===== src/rtl/div.sv =====
// Sequential sign-magnitude restoring divider: 16-bit dividend / 8-bit divisor,
// one quotient bit per clock, start/busy handshake shared with the multiplier.
module div (
  input  logic        clk_i,
  input  logic        rst_ni,
  input  logic [15:0] a_bi,
  input  logic [7:0]  b_bi,
  input  logic        start_i,
  output logic        busy_o,
  output logic [15:0] q_bo,
  output logic [7:0]  r_bo,
  output logic        dbz_o
);

  typedef enum logic {IDLE, WORK} state_t;

  state_t      state, state_nx;
  logic        sign_a, sign_b;
  logic [14:0] a_mag;
  logic [6:0]  b_mag;
  logic [7:0]  rem;
  logic [14:0] quo;
  logic [3:0]  ctr;

  logic        accept, dbz_hit, last;
  logic [3:0]  bit_idx;
  logic [7:0]  rem_sh, rem_nx;
  logic        q_bit;
  logic [14:0] quo_nx;
  logic        qsign, rsign;

  // NOTE: every signal written here gets a default first, so no path can infer a latch.
  always_comb begin
    state_nx = state;
    accept   = 1'b0;
    dbz_hit  = 1'b0;
    last     = 1'b0;

    // The quotient is built MSB first, so shifting the new bit in from the
    // right lands it on position 14 - ctr after all 15 steps.
    bit_idx = 4'd14 - ctr;
    rem_sh  = {rem[6:0], a_mag[bit_idx]};
    q_bit   = (rem_sh >= {1'b0, b_mag});
    rem_nx  = q_bit ? (rem_sh - {1'b0, b_mag}) : rem_sh;
    quo_nx  = {quo[13:0], q_bit};

    // Zero magnitudes always carry a + sign.
    qsign = (sign_a ^ sign_b) & (|quo_nx);
    rsign = sign_a & (|rem_nx[6:0]);

    case (state)
      IDLE: begin
        if (start_i) begin
          if (|b_bi[6:0]) begin
            accept   = 1'b1;
            state_nx = WORK;
          end else begin
            dbz_hit = 1'b1;
          end
        end
      end
      WORK: begin
        if (ctr == 4'd14) begin
          last     = 1'b1;
          state_nx = IDLE;
        end
      end
      default: state_nx = IDLE;
    endcase
  end

  // NOTE: sequential state uses non-blocking assignments so every register
  // samples the pre-edge values, independent of statement order.
  always_ff @(posedge clk_i or negedge rst_ni) begin
    if (!rst_ni) begin
      state <= IDLE;
    end else begin
      state <= state_nx;
    end
  end

  // NOTE: all registers, including the operand latches, are reset so an aborted
  // division leaves nothing behind.
  always_ff @(posedge clk_i or negedge rst_ni) begin
    if (!rst_ni) begin
      sign_a <= 1'b0;
      sign_b <= 1'b0;
      a_mag  <= '0;
      b_mag  <= '0;
      rem    <= '0;
      quo    <= '0;
      ctr    <= '0;
      busy_o <= 1'b0;
      q_bo   <= '0;
      r_bo   <= '0;
      dbz_o  <= 1'b0;
    end else begin
      if (accept) begin
        sign_a <= a_bi[15];
        a_mag  <= a_bi[14:0];
        sign_b <= b_bi[7];
        b_mag  <= b_bi[6:0];
        rem    <= '0;
        quo    <= '0;
        ctr    <= '0;
        busy_o <= 1'b1;
      end

      if (dbz_hit) begin
        q_bo  <= {a_bi[15] ^ b_bi[7], 15'h7FFF};
        r_bo  <= '0;
        dbz_o <= 1'b1;
      end

      if (state == WORK) begin
        rem <= rem_nx;
        quo <= quo_nx;
        ctr <= ctr + 4'd1;
      end

      if (last) begin
        q_bo   <= {qsign, quo_nx};
        r_bo   <= {rsign, rem_nx[6:0]};
        dbz_o  <= 1'b0;
        busy_o <= 1'b0;
      end
    end
  end

endmodule


===== config.mk =====
export PLATFORM = sky130hd
export DESIGN_NAME = div
export DESIGN_NICKNAME = d
export VERILOG_FILES = /design/src/rtl/div.sv
export SDC_FILE = /design/constraint.sdc
export NUM_CORES = 1
export LEC_CHECK = 0
export BUFFER_PORTS_ARGS = -buffer_cell sky130_fd_sc_hd__buf_2
export CAP_MARGIN = 20
export CORE_AREA = 5 5 116 118
export CTS_BUF_LIST = sky130_fd_sc_hd__clkbuf_2
export CTS_CLUSTER_DIAMETER = 50
export DETAILED_ROUTE_END_ITERATION = 16
export DIE_AREA = 0 0 121 123
export HOLD_SLACK_MARGIN = 0.06
export PLACE_DENSITY_LB_ADDON = 0.08
export SLEW_MARGIN = 20
export SYNTH_ARGS = -nofsm -noshare
export SYNTH_HDL_FRONTEND = slang
export SYNTH_SLANG_ARGS = --single-unit

===== constraint.sdc =====
create_clock -name clk_i -period 3.94 [get_ports clk_i]
set_input_delay 0.591 -clock clk_i [delete_from_list [all_inputs] [get_ports clk_i]]
set_output_delay 0.591 -clock clk_i [all_outputs]
set_load 0.01 [all_outputs]

* Word level (Yosys, flattened, before mapping) *
Index checks and enable logic that the tools add are counted.

word-level totals
  output and inout bits = 26
  logic and storage cells = 56
  memories = 0
  bits in read-only memories = 0
  register bits after elaboration = 76
  memory bits (writable) = 0
  latch bits = 0
  input bits = 27

operators by class
  $add $sub $neg = 3
  equality and inequality tests = 1
  reductions and logical operators = 6
  shift-type cells = 0
  multipliers = 0
  magnitude comparators = 2
  div/mod/pow operators = 0
  bitwise operators = 5
  mux-type cells = 27

operators by type and width
  kind                   count
  $mux W16               2
  $mux W14               2
  $mux W7                3
  $mux W8                2
  $reduce_or A15 Y1      1
  $mux W1                14
  $reduce_or A7 Y1       2
  $ge A8 B7 Y1           1
  $mux W4                2
  $sub A7 B7 Y7          1
  $reduce_bool A2 Y1     3
  $lt A4 B5 Y1 const B   1
  $add A4 B1 Y4 const B  1
  $bmux W1 S4            1
  $eq A4 B4 Y1 const B   1
  $sub A4 B4 Y4 const A  1
  $and A1 B1 Y1          2
  $pmux W1 S2            1
  $xor A1 B1 Y1          2
  $not A1 Y1             1

* Depth between registers and ports, before layout *
  depth after elaboration = 8
  depth in mapped cells = 17

* Least setup slack after synthesis *
No wires, ideal clock.

  path type = reg2reg
  start = reg ctr[1]
  end = reg r_bo[7]
  cell stages (with the launch flop) = 15
  path buffers = 0
  setup slack = 0.331 ns
  data arrival time = 3.523 ns
  cell sequence = dfrtp_1 -> ha_1 -> xnor2_2 -> mux2_2 -> a211oi_1 -> or3_1 -> ha_1 -> inv_1 -> fa_1 -> a211oi_2 -> o21ai_1 -> a21oi_4 -> mux2_2 -> and4_1 -> a32oi_1

on the way
  cells in the longest elaborated chain, start to end = 8

ends and longest elaborated chain
  element                                        line    RTL
  start, declared                                23      logic [3:0] ctr;
  start signal, assigned                         118     ctr <= ctr + 4'd1;
  $sub A4 B4 Y4                                  41      bit_idx = 4'd14 - ctr;
  $bmux W1 S4                                    42      rem_sh = {rem[6:0], a_mag[bit_idx]};
  $mux W1 (not written as such)                  42
  $sub A7 B7 Y7 or $ge A8 B7 Y1 (tied branches)  44, 43
  $mux W7                                        44      rem_nx = q_bit ? (rem_sh - {1'b0, b_mag}) : rem_sh;
  $reduce_or A7 Y1                               49      rsign = sign_a & (|rem_nx[6:0]);
  $and A1 B1 Y1                                  49
  $mux W8                                        121     if (last) begin
  end signal, assigned                           123     r_bo <= {rsign, rem_nx[6:0]};
  end, declared                                  11      output logic [7:0] r_bo,

Several ways; a longest one is shown, not always the timed one. The select of a mux whose other input is x is not followed.
A chain may end at the register's enable or synchronous reset.

* Final worst setup path *
Ends and elaborated chain as after synthesis.

==> impl_metrics.env <==
export IMPL_status="complete, no violations"
export IMPL_finClkSkew_ns=0.0322
export IMPL_wl_per_cell_um=15.3
export IMPL_hold_viol=0
export IMPL_antennaDiodeCount=0
export IMPL_cts_max_level=3
export IMPL_leakage_nw=1.90
export IMPL_p_per_area_nw_per_um2=978
export IMPL_ys_ff_latch=76
export IMPL_syn_inst=335
export IMPL_core_area_um2=12400
export IMPL_wl_mm=8.70
export IMPL_worstPathArrival_ns=4.17
export IMPL_drt_iter0_drc=87
export IMPL_clk_path_buf_depth=2
export IMPL_cts_buffers=9
export IMPL_die_area_um2=14900
export IMPL_dr_pass1_iters=4
export IMPL_syn_num_nets=373
export IMPL_period_minus_slack_ns=3.68
export IMPL_end_kind="flip-flop"
export IMPL_r2r_start="ctr[1]"
export IMPL_syn_avg_cell_area_um2=10.7
export IMPL_synth_edff_count=0
export IMPL_clkSinkCount=76
export IMPL_routabilityCongestion=0.782
export IMPL_route_detailed_drc=0
export IMPL_ios=53
export IMPL_place_ws_ns=0.139
export IMPL_vias_per_cell=4.61
export IMPL_drive_above_1_share_pct=28.9
export IMPL_synth_top_area_share_pct=53.0
export IMPL_tns_ns=0
export IMPL_max_slew_margin_rel_pct=37.0
export IMPL_final_cell_mix="dfrtp_1 (74), nand2_1 (55), buf_2 (51)"
export IMPL_grt_pass1_vias=2854
export IMPL_fmax_ghz=0.272
export IMPL_die_w_um=121
export IMPL_ys_warn_count=0
export IMPL_clkLatencyLatePin_ns=0.58
export IMPL_slew_violations=0
export IMPL_hold_start="b_bi[5]"
export IMPL_fp_row_count=41
export IMPL_grt_overflow_total=0
export IMPL_synth_lib_cells_used_distinct=45
export IMPL_synthFlopType="dfrtp_1"
export IMPL_drv_cap=0
export IMPL_r2r_cells=14
export IMPL_mostFrequentLayoutCell="dfrtp_1"
export IMPL_syn_area_um2=3590
export IMPL_cp_required_ns=4.44
export IMPL_layout_setup_ws_ns=0.264
export IMPL_min_to="b_mag[5]"
export IMPL_r2r_end="r_bo[7]"
export IMPL_r2r_setup_slack_ns=0.26
export IMPL_syn_to_final_growth_pct=18.0
export IMPL_setup_worst_path_class="reg2reg"
export IMPL_hpwl_mm=6.16
export IMPL_grt_pass1_wl_mm=14.5
export IMPL_grt_max_degree=77
export IMPL_worstHoldPathType="in2reg"
export IMPL_start_util_pct=29.0
export IMPL_post_route_period_util_pct=93.3
export IMPL_ys_async_sr_fraction_pct=100
export IMPL_start_kind="flip-flop"
export IMPL_path_clk_slew_ns=0.23
export IMPL_grtUsageTotal_pct=12.8
export IMPL_rsz0062_at_grt="false"
export IMPL_tightest_slew_ns=0.946
export IMPL_finalPower_w=0.00414
export IMPL_vias=2630
export IMPL_ys_top_cells_by_area="dfrtp_1 (53%), mux2_2 (6.3%), nand2_1 (5.7%)"
export IMPL_yosys_area_top_type="dfrtp_1"
export IMPL_ir_worst_vdd_mv=0.331
export IMPL_cts_tree="done"
export IMPL_die_h_um=123
export IMPL_antenna_found_initial=0
export IMPL_place_port_buffers=52
export IMPL_min_delay_path_depth=3
export IMPL_fillers=1306
export IMPL_synth_seq_area_share_pct=53.0
export IMPL_cts_root_buffer="clkbuf_2"
export IMPL_drtAntennaViolNets=0
export IMPL_nets=432
export IMPL_setup_viol=0
export IMPL_path_max_fanout=4
==> final cells by class <==
type	instances	area [um2]	share of cell area (%)
flip-flops and latches	76	1900	44.9
multi-input cells	228	1590	37.5
repair buffers	66	378	8.92
well taps	172	215	5.08
clock inverters	5	53.8	1.27
clock buffers	10	50.0	1.18
inverters	13	48.8	1.15
==> cell usage after synthesis (4+ instances only) <==
cell / number
mux2i_1: 6
ha_1: 10
o21ai_1: 8
buf_2: 4
o21ai_0: 33
xor2_1: 4
dfrtp_1: 76
inv_1: 13
nor4_1: 4
nand3_1: 11
nand2_1: 55
clkbuf_1: 10
o22a_1: 14
nor3_1: 4
nor2_1: 12
a21oi_1: 5
mux2_2: 20
nand4_1: 4
==> repair_timing <==
action / CTS / global route
endpoints found under the setup margin: 0 / 9
endpoints found under the hold margin: 0 / 76
setup buffers: 0 / 4
gates resized for setup: 0 / 8
hold buffers: 0 / 1
==> per-layer routing <==
layer	track usage, %	vias to the layer above	wire length (um)
li1	-	1308	-
met4	4.89	0	149
met2	20.5	42	4010
met3	3.89	11	328
met5	0	-	0
met1	16.3	1269	4210
==> state kept, by name, summed over array words and instances (netlist names), 4 cells and up <==
signal,flops
rem,7
ctr,4
q_bo,16
a_mag,15
quo,14
r_bo,8
b_mag,7
==> logic make-up (layout without fill, tap and decap cells) <==
logic type / after synthesis / in the layout / share of synthesized area [%]
muxes: 29 / 29 / 9.83
AOI/OAI and AO/OA: 76 / 76 / 13.7
DFF: 76 / 76 / 53.0
adders and majority gates: 11 / 11 / 4.04
xor gates and xnor gates: 8 / 8 / 2.16
buffers and inverters: 31 / 94 / 3.69
and+or+nand+nor: 104 / 104 / 13.6
==> metrics by stage <==
stage | area (um2) | instances | hold slack [ns] | util [%]
global placement | 4060 | 550 | 0.462 | 32.8
global route | 4240 | 570 | 0.142 | 34.3
CTS | 4160 | 565 | 0.160 | 33.6
finish | 4240 | 570 | 0.206 | 34.3
floorplan | 3590 | 335 | 0.295 | -
detailed placement | 4060 | 550 | 0.469 | 32.8
==> worst max-delay path by stage <==
stage	startpoint	end	slack [ns]	depth (start not counted)
final	ctr[1]	r_bo[7]	0.26	14
after global routing	ctr[1]	r_bo[7]	0.004	15
after CTS	ctr[0]	r_bo[7]	0.11	15
after detailed placement	ctr[1]	r_bo[7]	0.14	15
after global placement	ctr[0]	r_bo[7]	0.24	15
after floorplan	ctr[1]	r_bo[7]	0.33	14
==> critical path, cell delays in order, from the launching register on <==
cell and delay, ns:
dfrtp_2 0.47, ha_1 0.23, xnor2_2 0.20, mux2_2 0.37, a211oi_2 0.25, or3_1 0.14, ha_1 0.15, inv_1 0.05
fa_1 0.42, a211oi_2 0.33, o21ai_2 0.12, a21oi_4 0.19, mux2_2 0.35, and4_1 0.17, a32oi_1 0.18
==> where the power goes <==
group | leakage (nW) | total, W | internal (W) | switching [W]
Combinational | 0.929 | 0.00220 | 0.00104 | 0.00116
Sequential | 0.895 | 0.00151 | 0.00118 | 0.000327
Clock | 0.0715 | 0.000436 | 0.000144 | 0.000292
Total | 1.90 | 0.00414 | 0.00237 | 0.00178
No activity file was read; power rests on OpenSTA's default activity.
